--- src/rtl/iomem_initiator_if.sv ---
// Command/response port plus PicoSoC iomem bus seen by the initiator.
// master: the initiator (drives iomem requests); slave: command source + iomem responder.
interface iomem_initiator_if;
  logic        cmd_valid;
  logic        cmd_ready;
  logic        cmd_write;
  logic [31:0] cmd_addr;
  logic [31:0] cmd_wdata;
  logic [3:0]  cmd_wstrb;

  logic        rsp_valid;
  logic        rsp_ready;
  logic [31:0] rsp_rdata;
  logic        rsp_timeout;

  logic        iomem_valid;
  logic        iomem_ready;
  logic [3:0]  iomem_wstrb;
  logic [31:0] iomem_addr;
  logic [31:0] iomem_wdata;
  logic [31:0] iomem_rdata;

  modport master (
    input  cmd_valid, cmd_write, cmd_addr, cmd_wdata, cmd_wstrb,
    input  rsp_ready, iomem_ready, iomem_rdata,
    output cmd_ready, rsp_valid, rsp_rdata, rsp_timeout,
    output iomem_valid, iomem_wstrb, iomem_addr, iomem_wdata
  );

  modport slave (
    output cmd_valid, cmd_write, cmd_addr, cmd_wdata, cmd_wstrb,
    output rsp_ready, iomem_ready, iomem_rdata,
    input  cmd_ready, rsp_valid, rsp_rdata, rsp_timeout,
    input  iomem_valid, iomem_wstrb, iomem_addr, iomem_wdata
  );
endinterface

--- src/rtl/iomem_initiator.sv ---
// Single-outstanding iomem bus master: takes one command, runs one iomem transaction,
// returns read data or a timeout response.
module iomem_initiator #(
  parameter int unsigned TIMEOUT_CYCLES = 255,
  parameter int unsigned TO_CNT_WIDTH   = 8
) (
  input  logic                     clk,
  input  logic                     resetn,
  iomem_initiator_if.master        bus,
  output logic                     busy,
  output logic [7:0]               timeout_count
);

  typedef enum logic [1:0] {StIdle, StBus, StResp} state_e;

  localparam bit                      TimeoutEn = (TIMEOUT_CYCLES != 0);
  localparam logic [TO_CNT_WIDTH-1:0] ToLast    = TO_CNT_WIDTH'(TIMEOUT_CYCLES - 1);

  state_e                  state_q, state_d;
  logic [TO_CNT_WIDTH-1:0] to_cnt_q, to_cnt_d;
  logic                    write_q, write_d;
  logic                    valid_q, valid_d;
  logic [3:0]              wstrb_q, wstrb_d;
  logic [31:0]             addr_q, addr_d;
  logic [31:0]             wdata_q, wdata_d;
  logic [31:0]             rdata_q, rdata_d;
  logic                    rsp_to_q, rsp_to_d;
  logic [7:0]              to_total_q, to_total_d;

  always_comb begin
    state_d    = state_q;
    to_cnt_d   = to_cnt_q;
    write_d    = write_q;
    valid_d    = valid_q;
    wstrb_d    = wstrb_q;
    addr_d     = addr_q;
    wdata_d    = wdata_q;
    rdata_d    = rdata_q;
    rsp_to_d   = rsp_to_q;
    to_total_d = to_total_q;

    unique case (state_q)
      StIdle: begin
        if (bus.cmd_valid) begin
          write_d  = bus.cmd_write;
          valid_d  = 1'b1;
          addr_d   = {bus.cmd_addr[31:2], 2'b00};
          wdata_d  = bus.cmd_wdata;
          wstrb_d  = bus.cmd_write ? bus.cmd_wstrb : 4'b0000;
          to_cnt_d = '0;
          state_d  = StBus;
        end
      end
      StBus: begin
        // Valid must fall on the ready edge or the responder re-triggers.
        if (bus.iomem_ready) begin
          valid_d  = 1'b0;
          rdata_d  = write_q ? 32'h0 : bus.iomem_rdata;
          rsp_to_d = 1'b0;
          state_d  = StResp;
        end else begin
          to_cnt_d = to_cnt_q + TO_CNT_WIDTH'(1);
          if (TimeoutEn && (to_cnt_q == ToLast)) begin
            valid_d  = 1'b0;
            rdata_d  = 32'hFFFF_FFFF;
            rsp_to_d = 1'b1;
            if (to_total_q != 8'hFF) begin
              to_total_d = to_total_q + 8'd1;
            end
            state_d  = StResp;
          end
        end
      end
      StResp: begin
        if (bus.rsp_ready) begin
          rsp_to_d = 1'b0;
          state_d  = StIdle;
        end
      end
      default: state_d = StIdle;
    endcase
  end

  always_ff @(posedge clk or negedge resetn) begin
    if (!resetn) begin
      state_q    <= StIdle;
      to_cnt_q   <= '0;
      write_q    <= 1'b0;
      valid_q    <= 1'b0;
      wstrb_q    <= 4'b0000;
      addr_q     <= 32'h0;
      wdata_q    <= 32'h0;
      rdata_q    <= 32'h0;
      rsp_to_q   <= 1'b0;
      to_total_q <= 8'h00;
    end else begin
      state_q    <= state_d;
      to_cnt_q   <= to_cnt_d;
      write_q    <= write_d;
      valid_q    <= valid_d;
      wstrb_q    <= wstrb_d;
      addr_q     <= addr_d;
      wdata_q    <= wdata_d;
      rdata_q    <= rdata_d;
      rsp_to_q   <= rsp_to_d;
      to_total_q <= to_total_d;
    end
  end

  assign bus.cmd_ready   = (state_q == StIdle);
  assign bus.rsp_valid   = (state_q == StResp);
  assign bus.rsp_rdata   = rdata_q;
  assign bus.rsp_timeout = rsp_to_q;
  assign bus.iomem_valid = valid_q;
  assign bus.iomem_wstrb = wstrb_q;
  assign bus.iomem_addr  = addr_q;
  assign bus.iomem_wdata = wdata_q;
  assign busy            = (state_q != StIdle);
  assign timeout_count   = to_total_q;

endmodule

--- src/flat_wrapper.sv ---
// flat-port wrapper written by rule: the top's interface ports become plain ports
module iomem_initiator_flat 
#(
  parameter int unsigned TIMEOUT_CYCLES = 255,
  parameter int unsigned TO_CNT_WIDTH   = 8
)
  (clk, resetn, busy, timeout_count, bus_cmd_valid, bus_cmd_write, bus_cmd_addr, bus_cmd_wdata, bus_cmd_wstrb, bus_rsp_ready, bus_iomem_ready, bus_iomem_rdata, bus_cmd_ready, bus_rsp_valid, bus_rsp_rdata, bus_rsp_timeout, bus_iomem_valid, bus_iomem_wstrb, bus_iomem_addr, bus_iomem_wdata);
  iomem_initiator_if bus_i ();
  input  logic clk;
  input  logic resetn;
  output logic busy;
  output logic [7:0] timeout_count;
  input wire logic [$bits(bus_i.cmd_valid)-1:0] bus_cmd_valid;
  input wire logic [$bits(bus_i.cmd_write)-1:0] bus_cmd_write;
  input wire logic [$bits(bus_i.cmd_addr)-1:0] bus_cmd_addr;
  input wire logic [$bits(bus_i.cmd_wdata)-1:0] bus_cmd_wdata;
  input wire logic [$bits(bus_i.cmd_wstrb)-1:0] bus_cmd_wstrb;
  input wire logic [$bits(bus_i.rsp_ready)-1:0] bus_rsp_ready;
  input wire logic [$bits(bus_i.iomem_ready)-1:0] bus_iomem_ready;
  input wire logic [$bits(bus_i.iomem_rdata)-1:0] bus_iomem_rdata;
  output wire logic [$bits(bus_i.cmd_ready)-1:0] bus_cmd_ready;
  output wire logic [$bits(bus_i.rsp_valid)-1:0] bus_rsp_valid;
  output wire logic [$bits(bus_i.rsp_rdata)-1:0] bus_rsp_rdata;
  output wire logic [$bits(bus_i.rsp_timeout)-1:0] bus_rsp_timeout;
  output wire logic [$bits(bus_i.iomem_valid)-1:0] bus_iomem_valid;
  output wire logic [$bits(bus_i.iomem_wstrb)-1:0] bus_iomem_wstrb;
  output wire logic [$bits(bus_i.iomem_addr)-1:0] bus_iomem_addr;
  output wire logic [$bits(bus_i.iomem_wdata)-1:0] bus_iomem_wdata;
  assign bus_i.cmd_valid = bus_cmd_valid;
  assign bus_i.cmd_write = bus_cmd_write;
  assign bus_i.cmd_addr = bus_cmd_addr;
  assign bus_i.cmd_wdata = bus_cmd_wdata;
  assign bus_i.cmd_wstrb = bus_cmd_wstrb;
  assign bus_i.rsp_ready = bus_rsp_ready;
  assign bus_i.iomem_ready = bus_iomem_ready;
  assign bus_i.iomem_rdata = bus_iomem_rdata;
  assign bus_cmd_ready = bus_i.cmd_ready;
  assign bus_rsp_valid = bus_i.rsp_valid;
  assign bus_rsp_rdata = bus_i.rsp_rdata;
  assign bus_rsp_timeout = bus_i.rsp_timeout;
  assign bus_iomem_valid = bus_i.iomem_valid;
  assign bus_iomem_wstrb = bus_i.iomem_wstrb;
  assign bus_iomem_addr = bus_i.iomem_addr;
  assign bus_iomem_wdata = bus_i.iomem_wdata;
  iomem_initiator #(.TIMEOUT_CYCLES(TIMEOUT_CYCLES), .TO_CNT_WIDTH(TO_CNT_WIDTH)) u_core (.clk(clk), .resetn(resetn), .bus(bus_i), .busy(busy), .timeout_count(timeout_count));
endmodule
--- config.mk ---
export PLATFORM = sky130hd
export DESIGN_NAME = iomem_initiator_flat
export DESIGN_NICKNAME = d
export VERILOG_FILES = /design/src/rtl/iomem_initiator_if.sv /design/src/rtl/iomem_initiator.sv /design/src/flat_wrapper.sv
export SDC_FILE = /design/constraint.sdc
export NUM_CORES = 1
export LEC_CHECK = 0
export CAP_MARGIN = 5
export CELL_PAD_IN_SITES_DETAIL_PLACEMENT = 1
export CELL_PAD_IN_SITES_GLOBAL_PLACEMENT = 2
export CORE_ASPECT_RATIO = 0.6
export CORE_MARGIN = 1.5
export CORE_UTILIZATION = 24
export DETAILED_ROUTE_END_ITERATION = 10
export PLACE_DENSITY_LB_ADDON = 0.1
export SYNTH_ARGS = -nofsm -noshare
export SYNTH_HDL_FRONTEND = slang
export SYNTH_SLANG_ARGS = --single-unit
--- constraint.sdc ---
create_clock -name clk -period 2.5 [get_ports clk]
set_clock_uncertainty 0.2 [all_clocks]
set_input_delay 0.5 -clock clk [delete_from_list [all_inputs] [get_ports clk]]
set_output_delay 0.5 -clock clk [all_outputs]
set_load 0.02 [all_outputs]
==> reports/results.md <==
• post-synthesis sequential area ratio: 0.611
• synth warn: 0
• count of pins over their slew limit: 0
• number of global-route vias before repair: 4551
• initial drt markers: 87
• power density over the cells: 1290 nW/um^2
• area of the core region: 20000 um^2
• worst hold slack across all endpoints: 0.241 ns
• fin nets: 821
• largest net degree at the start of global routing: 63
• number of rows in the core area: 40
• fraction of final layout cells sized beyond drive strength 1: 0.0638
• number of buffer cells added on primary ports: 214
• starting density of the core: 0.244
• data required time at the worst endpoint: 1.80 ns
• worst min path class: input pin to asynchronous set/reset pin
• Peak VDD IR: 0.000491 V
• clk slew on worst S/H paths: 0.06 ns
• I/O pin count: 219
• Arrival @ worst endpoint: 1.50 ns
• number of hold-slack violations in the final timing report: 0
• wire length after detailed routing: 15.6 mm
• Post-Synthesis Mean Instance Area: 9.89 um^2
• static power due to leakage: 3.62 nW
• H-tree depth reported by CTS: 4
• Die X: 187 um
• Vias: 4207
• worst-path maximum fanout: 8
• most instantiated flip-flop cell in the synthesis netlist: sky130_fd_sc_hd__dfrtp_1
• number of register bits inferred by synthesis: 119
• global-route wire length before repair: 25.0 mm
• total number of clock tree sinks: 119
• async set-or-reset flop fraction in the synthesized netlist: 1.00
• number of optimization iterations in the first detailed-route pass: 4
• RSZ-0062 raised after global routing: no
• number of instances in the synthesized netlist: 493
• shortest period the worst path allows: 2.20 ns
• startpoint kind of the worst setup timing path: flop
• final critical-path share of the clock period: 0.880
• CTS tree: done
• Overall Global Routing Usage: 0.152
• cell area after technology mapping: 4870 um^2
• Cell variety after synth: 37
• worst-case clock buffer depth: 2
• n_diodes: 0
• total power consumption of the routed design: 10.2 mW
• clock root buffer: sky130_fd_sc_hd__clkbuf_16
• Post-DRT Antenna Nets: 0
• Total Negative Setup Slacks: 0 ns
• endpoint kind of the worst setup timing path: output port
• layout-stage area growth over the synthesis result: 63.0%
• Worst R2R Path Depth: 7
• number of synthesized flops with an enable pin: 0
• vias per inst: 4.23
• Clock Latency Late Sink: 0.41 ns
• setup slack of the most critical reg-to-reg path: 0.46 ns
• final routed DRC violation total: 0
• Setup Crit Path Kind: flop to output port
• Max-cap violations: 0
• leftover overflow at the end of global routing: 0
• run status: finished, final reports clean
• number of buffers inserted during clock tree synthesis: 17
• detailed-route wire length per cell: 15.7 um
• die height: 113 um
• total setup violations reported at the end of the flow: 0
• Routability Congestion: 0.751
• antenna violations before repair: 0
• fmax: 455 MHz
• Die Area: 21200 um^2
• total half-perimeter wirelength after legalization and detailed placement: 10.9 mm
==> metrics by stage <==
step	setup WS [ns]	cells	util	cell area (um^2)
floorplan	0.655	494	-	4880
global placement	0.209	965	0.370	7390
detailed placement	0.175	965	0.370	7390
CTS	0.0117	994	0.398	7940
global route	0.205	994	0.398	7940
finish	0.300	994	0.398	7940
==> cell usage in the layout (no fill, tap or decap), drive strengths merged, types with 2 or more instances in the layout <==
| cell type | instances |
|---|---|
| clkdlybuf4s50 | 210 |
| nand2 | 204 |
| dfrtp | 119 |
| nor2b | 32 |
| o22a | 32 |
| clkbuf | 24 |
| nand3 | 13 |
| buf | 13 |
| nor2 | 8 |
| o21ai | 8 |
| xor2 | 7 |
| inv | 5 |
| a21oi | 5 |
| nor3 | 4 |
| nor4 | 4 |
| ha | 3 |
| clkinv | 3 |
| xnor2 | 2 |
| nand4 | 2 |
| a31oi | 2 |
| conb | 2 |
| dlygate4sd2 | 2 |
| and2 | 2 |
==> worst max-delay path, stage by stage, from the launching register on <==
cell,delay [ns]
sky130_fd_sc_hd__dfrtp_1,0.47
sky130_fd_sc_hd__nor2_1,0.06
sky130_fd_sc_hd__buf_4,0.16
sky130_fd_sc_hd__inv_1,0.05
sky130_fd_sc_hd__dlygate4sd2_1,0.35
==> state kept, by name, indices dropped and copies added, names as in the netlist <==
signal and cells:
u_core.to_cnt_q 8, u_core.bus.rsp_rdata 32, u_core.write_q 1, u_core.bus.iomem_addr 30
u_core.bus.rsp_timeout 1, u_core.bus.iomem_valid 1, u_core.state_q 2, u_core.timeout_count 8
u_core.bus.iomem_wdata 32, u_core.bus.iomem_wstrb 4
==> Yosys cell counts (all sizes together) (5+ instances only) <==
cell type    n  share of area
clkbuf      13          0.010
a21oi        5         0.0051
inv          5         0.0039
xor2         7          0.013
nor2         8         0.0062
o21ai        8         0.0082
dfrtp      119           0.61
nand3       13          0.014
o22a        32          0.058
buf         15          0.018
nor2b       32          0.041
nand2      204           0.16
==> metal layers <==
metal  track usage  wire length, um
met4        0.0554              195
met3        0.0708             1350
met2         0.234             7080
met5             0                0
met1         0.187             7010
==> report_power, final <==
| part | leakage [nW] | total [mW] | switching, mW | internal [mW] |
|---|---|---|---|---|
| logic | 1.89 | 4.72 | 2.53 | 2.19 |
| clock network | 0.274 | 2.31 | 0.835 | 1.47 |
| registers | 1.46 | 3.22 | 0.463 | 2.76 |
| total | 3.62 | 10.2 | 3.83 | 6.42 |
==> cell families after synthesis <==
| logic type | Yosys count | synth area share |
|---|---|---|
| simple gates | 276 | 0.251 |
| flops | 119 | 0.611 |
| compound gates | 51 | 0.0798 |
| buf+inv | 33 | 0.0316 |
| xor+xnor | 9 | 0.0162 |
| fa+ha+maj | 3 | 0.00770 |
| other cells | 1 | 0.000769 |
| mux | 1 | 0.00231 |
==> area by class of cell <==
cell class / instances / area [um^2]
fillers: 2209 / 12000
flip-flops and latches: 119 / 2980
repair buffers: 227 / 2300
multi-input cells: 342 / 1760
clock buffers: 24 / 502
well taps: 273 / 342
clock inverters: 4 / 45.0
inverters: 5 / 18.8
==> final timing paths <==
path                                                  startpoint                                endpoint
min reg2reg                u_core.bus.iomem_wstrb[3]$_DFFE_PN0P_   u_core.bus.iomem_wstrb[3]$_DFFE_PN0P_
max                                u_core.state_q[0]$_DFFE_PN0P_                                    busy
min in group clk           u_core.bus.iomem_wstrb[3]$_DFFE_PN0P_   u_core.bus.iomem_wstrb[3]$_DFFE_PN0P_
max in group asynchronous                                 resetn    u_core.bus.iomem_addr[7]$_DFFE_PN0P_
min                                                       resetn  u_core.bus.iomem_wdata[18]$_DFFE_PN0P_
max reg2reg                       u_core.to_cnt_q[0]$_DFFE_PN0P_    u_core.bus.rsp_rdata[30]$_DFFE_PN0P_
==> timing repair <==
action | 4_1_cts | 5_1_grt
setup buffers | 0 | 0
resized for setup | 2 | 1
endpoints found under the hold margin | 119 | 0
endpoints found under the setup margin | 2 | 1
hold buffers | 1 | 0
Note: power is estimated with default switching activity, not from simulation.
